==> src/rtl/seq_shift_add_mult_if.sv <==
// Start/busy/done handshake and operand/product bus for seq_shift_add_mult.
// The master drives the request and operands; the slave (the multiplier) returns status and product.
interface seq_shift_add_mult_if #(
  parameter int W = 8
);
  logic           start;
  logic [W-1:0]   a;
  logic [W-1:0]   b;
  logic           busy;
  logic           done;
  logic [2*W-1:0] p;

  modport master (output start, output a, output b, input busy, input done, input p);
  modport slave  (input start, input a, input b, output busy, output done, output p);
endinterface

==> src/rtl/seq_shift_add_mult.sv <==
// Iterative shift-add multiplier, W x W -> 2W bits, one partial product per clock.
// Define SEQ_SHIFT_ADD_MULT_SIGNED_EN for two's complement operands and product.
module seq_shift_add_mult #(
  parameter int W = 8
) (
  input  logic                clk,
  input  logic                resetn,
  seq_shift_add_mult_if.slave bus
);

  typedef enum logic {
    S_IDLE = 1'b0,
    S_CALC = 1'b1
  } state_t;

  // Counter is sized for the widest legal W, so W=1 needs no special case
  localparam logic [4:0] CNT_LAST = 5'(W - 1);

  state_t         r_state;
  logic [2*W-1:0] r_mcand;
  logic [W-1:0]   r_mplier;
  logic [2*W-1:0] r_acc;
  logic [4:0]     r_cnt;
  logic           r_busy;
  logic           r_done;
  logic [2*W-1:0] r_p;
`ifdef SEQ_SHIFT_ADD_MULT_SIGNED_EN
  logic           r_neg;
`endif

  logic [2*W-1:0] w_sum;
  logic [W-1:0]   w_a_mag;
  logic [W-1:0]   w_b_mag;
  logic [2*W-1:0] w_p_next;

  // Partial-product add, operand magnitudes and final sign fix-up
  always_comb begin
    w_sum = r_acc + (r_mplier[0] ? r_mcand : {(2*W){1'b0}});
`ifdef SEQ_SHIFT_ADD_MULT_SIGNED_EN
    // |-2^(W-1)| wraps to 2^(W-1), which is still correct as an unsigned W-bit value
    w_a_mag  = bus.a[W-1] ? (~bus.a + W'(1)) : bus.a;
    w_b_mag  = bus.b[W-1] ? (~bus.b + W'(1)) : bus.b;
    w_p_next = r_neg ? (~w_sum + (2*W)'(1)) : w_sum;
`else
    w_a_mag  = bus.a;
    w_b_mag  = bus.b;
    w_p_next = w_sum;
`endif
  end

  // Control FSM and datapath registers
  always_ff @(posedge clk or negedge resetn) begin
    if (!resetn) begin
      r_state  <= S_IDLE;
      r_mcand  <= {(2*W){1'b0}};
      r_mplier <= {W{1'b0}};
      r_acc    <= {(2*W){1'b0}};
      r_cnt    <= 5'd0;
      r_busy   <= 1'b0;
      r_done   <= 1'b0;
      r_p      <= {(2*W){1'b0}};
`ifdef SEQ_SHIFT_ADD_MULT_SIGNED_EN
      r_neg    <= 1'b0;
`endif
    end else begin
      r_done <= 1'b0;
      case (r_state)
        S_IDLE: begin
          if (bus.start) begin
            r_state  <= S_CALC;
            r_busy   <= 1'b1;
            r_mcand  <= {{W{1'b0}}, w_a_mag};
            r_mplier <= w_b_mag;
            r_acc    <= {(2*W){1'b0}};
            r_cnt    <= 5'd0;
`ifdef SEQ_SHIFT_ADD_MULT_SIGNED_EN
            r_neg    <= bus.a[W-1] ^ bus.b[W-1];
`endif
          end else begin
            r_state <= S_IDLE;
            r_busy  <= 1'b0;
          end
        end
        S_CALC: begin
          r_acc    <= w_sum;
          r_mcand  <= r_mcand << 1;
          r_mplier <= r_mplier >> 1;
          r_cnt    <= r_cnt + 5'd1;
          if (r_cnt == CNT_LAST) begin
            r_p     <= w_p_next;
            r_done  <= 1'b1;
            r_busy  <= 1'b0;
            r_state <= S_IDLE;
          end else begin
            r_state <= S_CALC;
          end
        end
        default: begin
          r_state <= S_IDLE;
          r_busy  <= 1'b0;
        end
      endcase
    end
  end

  assign bus.busy = r_busy;
  assign bus.done = r_done;
  assign bus.p    = r_p;

endmodule
==> src/flat_wrapper.sv <==
// flat-port wrapper written by rule: the top's interface ports become plain ports
module seq_shift_add_mult_flat 
#(
  parameter int W = 8
)
  (clk, resetn, bus_start, bus_a, bus_b, bus_busy, bus_done, bus_p);
  seq_shift_add_mult_if #(.W(W)) bus_i ();
  input  logic clk;
  input  logic resetn;
  input wire logic [$bits(bus_i.start)-1:0] bus_start;
  input wire logic [$bits(bus_i.a)-1:0] bus_a;
  input wire logic [$bits(bus_i.b)-1:0] bus_b;
  output wire logic [$bits(bus_i.busy)-1:0] bus_busy;
  output wire logic [$bits(bus_i.done)-1:0] bus_done;
  output wire logic [$bits(bus_i.p)-1:0] bus_p;
  assign bus_i.start = bus_start;
  assign bus_i.a = bus_a;
  assign bus_i.b = bus_b;
  assign bus_busy = bus_i.busy;
  assign bus_done = bus_i.done;
  assign bus_p = bus_i.p;
  seq_shift_add_mult #(.W(W)) u_core (.clk(clk), .resetn(resetn), .bus(bus_i));
endmodule
==> config.mk <==
export PLATFORM = sky130hd
export DESIGN_NAME = seq_shift_add_mult_flat
export DESIGN_NICKNAME = d
export VERILOG_FILES = /design/src/rtl/seq_shift_add_mult_if.sv /design/src/rtl/seq_shift_add_mult.sv /design/src/flat_wrapper.sv
export SDC_FILE = /design/constraint.sdc
export NUM_CORES = 1
export LEC_CHECK = 0
export CAP_MARGIN = 20
export CELL_PAD_IN_SITES_DETAIL_PLACEMENT = 1
export CELL_PAD_IN_SITES_GLOBAL_PLACEMENT = 1
export CORE_UTILIZATION = 53
export CTS_CLUSTER_SIZE = 28
export DETAILED_ROUTE_END_ITERATION = 12
export DONT_BUFFER_PORTS = 1
export GPL_TIMING_DRIVEN = 1
export PLACE_DENSITY_LB_ADDON = 0.1
export SLEW_MARGIN = 10
export SYNTH_ARGS = -nofsm -noshare
export SYNTH_HDL_FRONTEND = slang
export SYNTH_SLANG_ARGS = --single-unit
==> constraint.sdc <==
create_clock -name clk -period 4.1 [get_ports clk]
set_clock_uncertainty 0.2 [all_clocks]
set_input_delay 0.615 -clock clk [delete_from_list [all_inputs] [get_ports clk]]
set_output_delay 0.615 -clock clk [all_outputs]
set_load 0.01 [all_outputs]
==> impl_summary.md <==
Run status
The flow ran to the end, and the final reports show no timing, DRC or antenna violations.

Route
The number of DRC violations after detailed routing is 0. The detail-routed net length per standard cell is 18.1 um. The routed layout has around 2.4k vias.

The met3 wire length is around 250 um. The top routing layer in use is met4. Detailed routing placed a total of between 3000 and 4000 um of wire on met2. The total routed wirelength is 7310 um.

In this run the remaining antenna-violating nets after routing total 0. The initial detailed-routing violation count is 121. The number of search-and-repair iterations in the first detailed-routing pass is 4. In the routed layout, each cell is associated on average with a via count of 5.91. The total routed wire length on the met1 layer is 3560 um.

Worst setup path
The data required time at the worst endpoint is 4.13 ns. The critical path contains buffers and inverters numbering 0 combined. For the worst setup path, the data arrival time is 3.07 ns.

The destination of the worst register-to-register timing path is u_core.bus.p[12]$_DFFE_PN0P_. The category of the most critical setup path is flop to flop. The endpoint kind of the worst setup timing path is a flop. Along the worst path, the maximum fanout reaches 17.

The kind of cell adding the most delay to the critical path is compound AO/OA/AOI/OAI gates. Counting cells, the worst reg-to-reg path comes to 9. Walking the worst path, the cells encountered are and2_1 > ha_1 > fa_1 > a21o_1 > a311o_1 > a21oi_2 > a21oi_1 > xor2_1 > mux2_2. The critical path startpoint category is a flop.

On the worst path, the slowest cell contributes a delay of 0.52 ns. In this run the critical register-to-register path is launched from u_core.r_mplier[0]$_DFFE_PN0P_. The slowest stage of the critical path is the sky130_fd_sc_hd__dfrtp_1 cell. Across all register-to-register paths, the minimum setup slack is between 1 and 1.5 ns.

Placed design
The placed wire-length estimate after detailed placement is 5110 um. The post-place setup slack is 1.09 ns. The routability-driven placement congestion ratio is 0.787.

The count of buffers added on input and output ports is 0.

Job
The count of max-cap constraint violations is 0.

Clock tree
The H-tree generated during clock tree synthesis spans 3 levels. The CTS clock-pin slew for the worst setup and hold paths is approximately 0.07 ns. The clock net in this run drives a total of 64 sinks. The post-cts gate resize count is 0. The number of buffers created by CTS is 9. The buffers inserted during post-CTS setup optimization is 0. The maximum buffer depth of the clock tree is 2.

The root cell of the clock tree is sky130_fd_sc_hd__clkbuf_8. The CTS tree is yes. The clock latency reported for the late side of the worst-skew pair is around 0.34 ns.

Synth
The number of nets handed over by synthesis was 358. Synthesis inferred 64 register bits. The Yosys step of the flow raised 0 warnings. The number of different library cells used by synthesis comes to 35. Synthesis produced a netlist whose cell count is roughly 320. The cell area that synthesis handed to floorplanning was roughly 3300 um^2. A synthesized cell averages 10.3 um^2. Of the synthesized area, sequential elements account for 0.483.

STA
The number of failing setup endpoints in the final timing report is 0. Derived from the worst setup path, the maximum achievable clock frequency is 329 MHz. At the pin with the least slew margin, the transition time is 0.779 ns. The minimum clock period after layout is between 3 and 4 ns. For the final routed database, the setup TNS stands at 0 ns.

Setup repair after global routing left no endpoint under its margin. The slack of the critical path is 1.06 ns. Of the available clock period, the critical path in the final layout requires 0.741. The number of max-slew violations in the final report came to 0.

The count of endpoints failing hold in the final timing report is 0. Measured against its own limit, the worst slew margin works out to 0.479.

Layout
The number of nets in the finished design is 359. The number of antenna diodes is 0. In the layout the commonest cells are sky130_fd_sc_hd__dfrtp_1 (63), sky130_fd_sc_hd__nand2_1 (50), sky130_fd_sc_hd__o21ai_0 (32), sky130_fd_sc_hd__a21oi_1 (18).

The fraction of final layout cells sized beyond drive strength 1 is 0.125. The most frequent standard cell in the layout excluding fill and tap cells is sky130_fd_sc_hd__dfrtp_1. The filler cell count is 663. From synthesis to final layout, the design area changed by 8.64%.

Floorplanning
The region available for standard cell placement spans 5990 um^2. The die covers 6580 um^2. The initial utilization of the core area, before any placement, comes to 0.553. The floorplan step set the die height to 81.1 um. Row generation in the floorplan step produced 28 rows.

37 I/O pins were placed. The horizontal extent of the die is 81.1 um.

Power and ir drop
The share of total power dissipated in the clock network is 0.212. The share of total power dissipated in sequential elements is 0.457. The leakage power is 1.72 nW. The internal power consumption is approximately 1.5 mW. The share of total power dissipated in combinational logic is 0.331.

The worst ir drop on vdd is 0.439 mV. Of the total power, the share spent switching nets is 0.388. The total power is ~2.5 mW. The switching power total is between 0.9 and 1 mW. The power density over the cells is ~700 nW/um^2.

Min path
Along the worst hold path, the cell count comes to 1. The origin of the worst min-delay path is bus_start. The tightest min-delay check is of the input pin to flop type. The worst min-delay path endpoint is u_core.r_cnt[3]$_DFFE_PN0P_.

GRT
The number of antenna violations at the first check in global routing is 0. The global-route wire length before repair is 12200 um. The pin count of the biggest net entering global routing is 65. After global routing the overflow that remains totals 0. For this run, the total global-route usage over all layers was measured as 0.251. The number of global-route vias before repair is 2461.
-- area by class of cell --
| class | instances | area, um^2 | area share |
|---|---|---|---|
| Sequential cell | 64 | 1600 | 0.445 |
| Tap cell | 75 | 93.8 | 0.0261 |
| Timing Repair Buffer | 5 | 60.1 | 0.0167 |
| Inverter | 4 | 15.0 | 0.00417 |
| Clock buffer | 10 | 128 | 0.0354 |
| Clock inverter | 6 | 60.1 | 0.0167 |
| Multi-Input combinational cell | 239 | 1640 | 0.456 |
-- power by group through the flow --
stage	clock network, mW	registers, mW	logic [mW]
after CTS	0.531	1.14	0.834
after detailed placement	0	1.15	0.808
after global routing	0.560	1.18	0.936
final	0.529	1.14	0.825
after global placement	0	1.14	0.758
after floorplan	0	1.05	0.691
-- synth_stat cells --
| cell | number | area [um^2] |
|---|---|---|
| sky130_fd_sc_hd__a311o_1 | 1 | 10.0 |
| sky130_fd_sc_hd__o22ai_1 | 2 | 12.5 |
| sky130_fd_sc_hd__inv_1 | 4 | 15.0 |
| sky130_fd_sc_hd__o211ai_1 | 2 | 15.0 |
| sky130_fd_sc_hd__nor3b_1 | 1 | 7.51 |
| sky130_fd_sc_hd__o211ai_2 | 1 | 12.5 |
| sky130_fd_sc_hd__xor2_1 | 8 | 70.1 |
| sky130_fd_sc_hd__nand3_1 | 7 | 35.0 |
| sky130_fd_sc_hd__nor3_1 | 2 | 10.0 |
| sky130_fd_sc_hd__nor2_1 | 14 | 52.6 |
| sky130_fd_sc_hd__a21oi_2 | 2 | 17.5 |
| sky130_fd_sc_hd__o21ai_0 | 32 | 160 |
| sky130_fd_sc_hd__clkbuf_1 | 11 | 41.3 |
| sky130_fd_sc_hd__a22o_1 | 13 | 114 |
| sky130_fd_sc_hd__a32oi_1 | 1 | 8.76 |
| sky130_fd_sc_hd__mux2_2 | 13 | 146 |
| sky130_fd_sc_hd__fa_1 | 1 | 20.0 |
| sky130_fd_sc_hd__a21o_1 | 4 | 30.0 |
| sky130_fd_sc_hd__and2_1 | 15 | 93.8 |
| sky130_fd_sc_hd__mux2_4 | 1 | 15.0 |
| sky130_fd_sc_hd__xnor2_1 | 7 | 61.3 |
| sky130_fd_sc_hd__a21o_2 | 1 | 8.76 |
| sky130_fd_sc_hd__a211oi_1 | 2 | 15.0 |
| sky130_fd_sc_hd__buf_2 | 4 | 20.0 |
| sky130_fd_sc_hd__o21bai_1 | 2 | 15.0 |
| sky130_fd_sc_hd__nor2b_1 | 1 | 6.26 |
| sky130_fd_sc_hd__nand2_1 | 50 | 188 |
| sky130_fd_sc_hd__dfrtp_1 | 64 | 1600 |
| sky130_fd_sc_hd__a21oi_1 | 18 | 90.1 |
| sky130_fd_sc_hd__mux2i_1 | 16 | 160 |
| sky130_fd_sc_hd__o41ai_2 | 1 | 16.3 |
| sky130_fd_sc_hd__o21a_1 | 2 | 15.0 |
| sky130_fd_sc_hd__ha_1 | 16 | 200 |
| sky130_fd_sc_hd__a31oi_1 | 2 | 12.5 |
| sky130_fd_sc_hd__o21bai_4 | 1 | 18.8 |
-- flip-flops by register name, indices dropped and copies added (netlist names) --
| signal | flops |
|---|---|
| u_core.r_acc | 16 |
| u_core.bus.done | 1 |
| u_core.bus.p | 16 |
| u_core.r_mplier | 8 |
| u_core.bus.busy | 1 |
| u_core.r_state | 1 |
| u_core.r_mcand | 16 |
| u_core.r_cnt | 5 |
-- logic make-up after synthesis --
kind of cell | after synthesis | share of synthesized area
buffers and inverters | 19 | 0.0230
adders and majority gates | 17 | 0.0664
xor gates and xnor gates | 15 | 0.0396
muxes | 30 | 0.0970
AOI/OAI and AO/OA | 87 | 0.172
DFF | 64 | 0.483
and+or+nand+nor | 90 | 0.118
-- routing by layer --
| layer | vias to the layer above | GRT usage |
|---|---|---|
| li1 | 1142 | - |
| met1 | 1190 | 0.342 |
| met2 | 42 | 0.385 |
| met3 | 6 | 0.0483 |
| met4 | 0 | 0.120 |
| met5 | - | 0 |
-- repair_timing --
item	4_1_cts	5_1_grt
hold buffers	2	0
endpoints found under the hold margin	64	0
setup endpoints to repair	0	0
-- how the worst max path moves through the flow --
stage               cells after the start                      endpoint                            from  slack, ns
CTS                                     9  u_core.bus.p[12]$_DFFE_PN0P_  u_core.r_mplier[0]$_DFFE_PN0P_       1.06
floorplan                               9  u_core.bus.p[12]$_DFFE_PN0P_  u_core.r_mplier[0]$_DFFE_PN0P_       1.42
global route                            9  u_core.bus.p[12]$_DFFE_PN0P_  u_core.r_mplier[0]$_DFFE_PN0P_       0.90
detailed placement                      9  u_core.bus.p[12]$_DFFE_PN0P_  u_core.r_mplier[0]$_DFFE_PN0P_       1.09
finish                                  9  u_core.bus.p[12]$_DFFE_PN0P_  u_core.r_mplier[0]$_DFFE_PN0P_       1.06
global placement                        9  u_core.bus.p[12]$_DFFE_PN0P_  u_core.r_mplier[0]$_DFFE_PN0P_       1.15
-- per-stage QoR --
step                       util  hold slack, ns  area (um^2)  cells
final                     0.601           0.171         3600    403
after global routing      0.601           0.149         3600    403
after CTS                 0.601           0.152         3600    403
after detailed placement  0.564           0.121         3380    385
after global placement    0.564           0.121         3380    385
after floorplan               -           0.119         3320    322
Power figures use the tool's default switching activity.
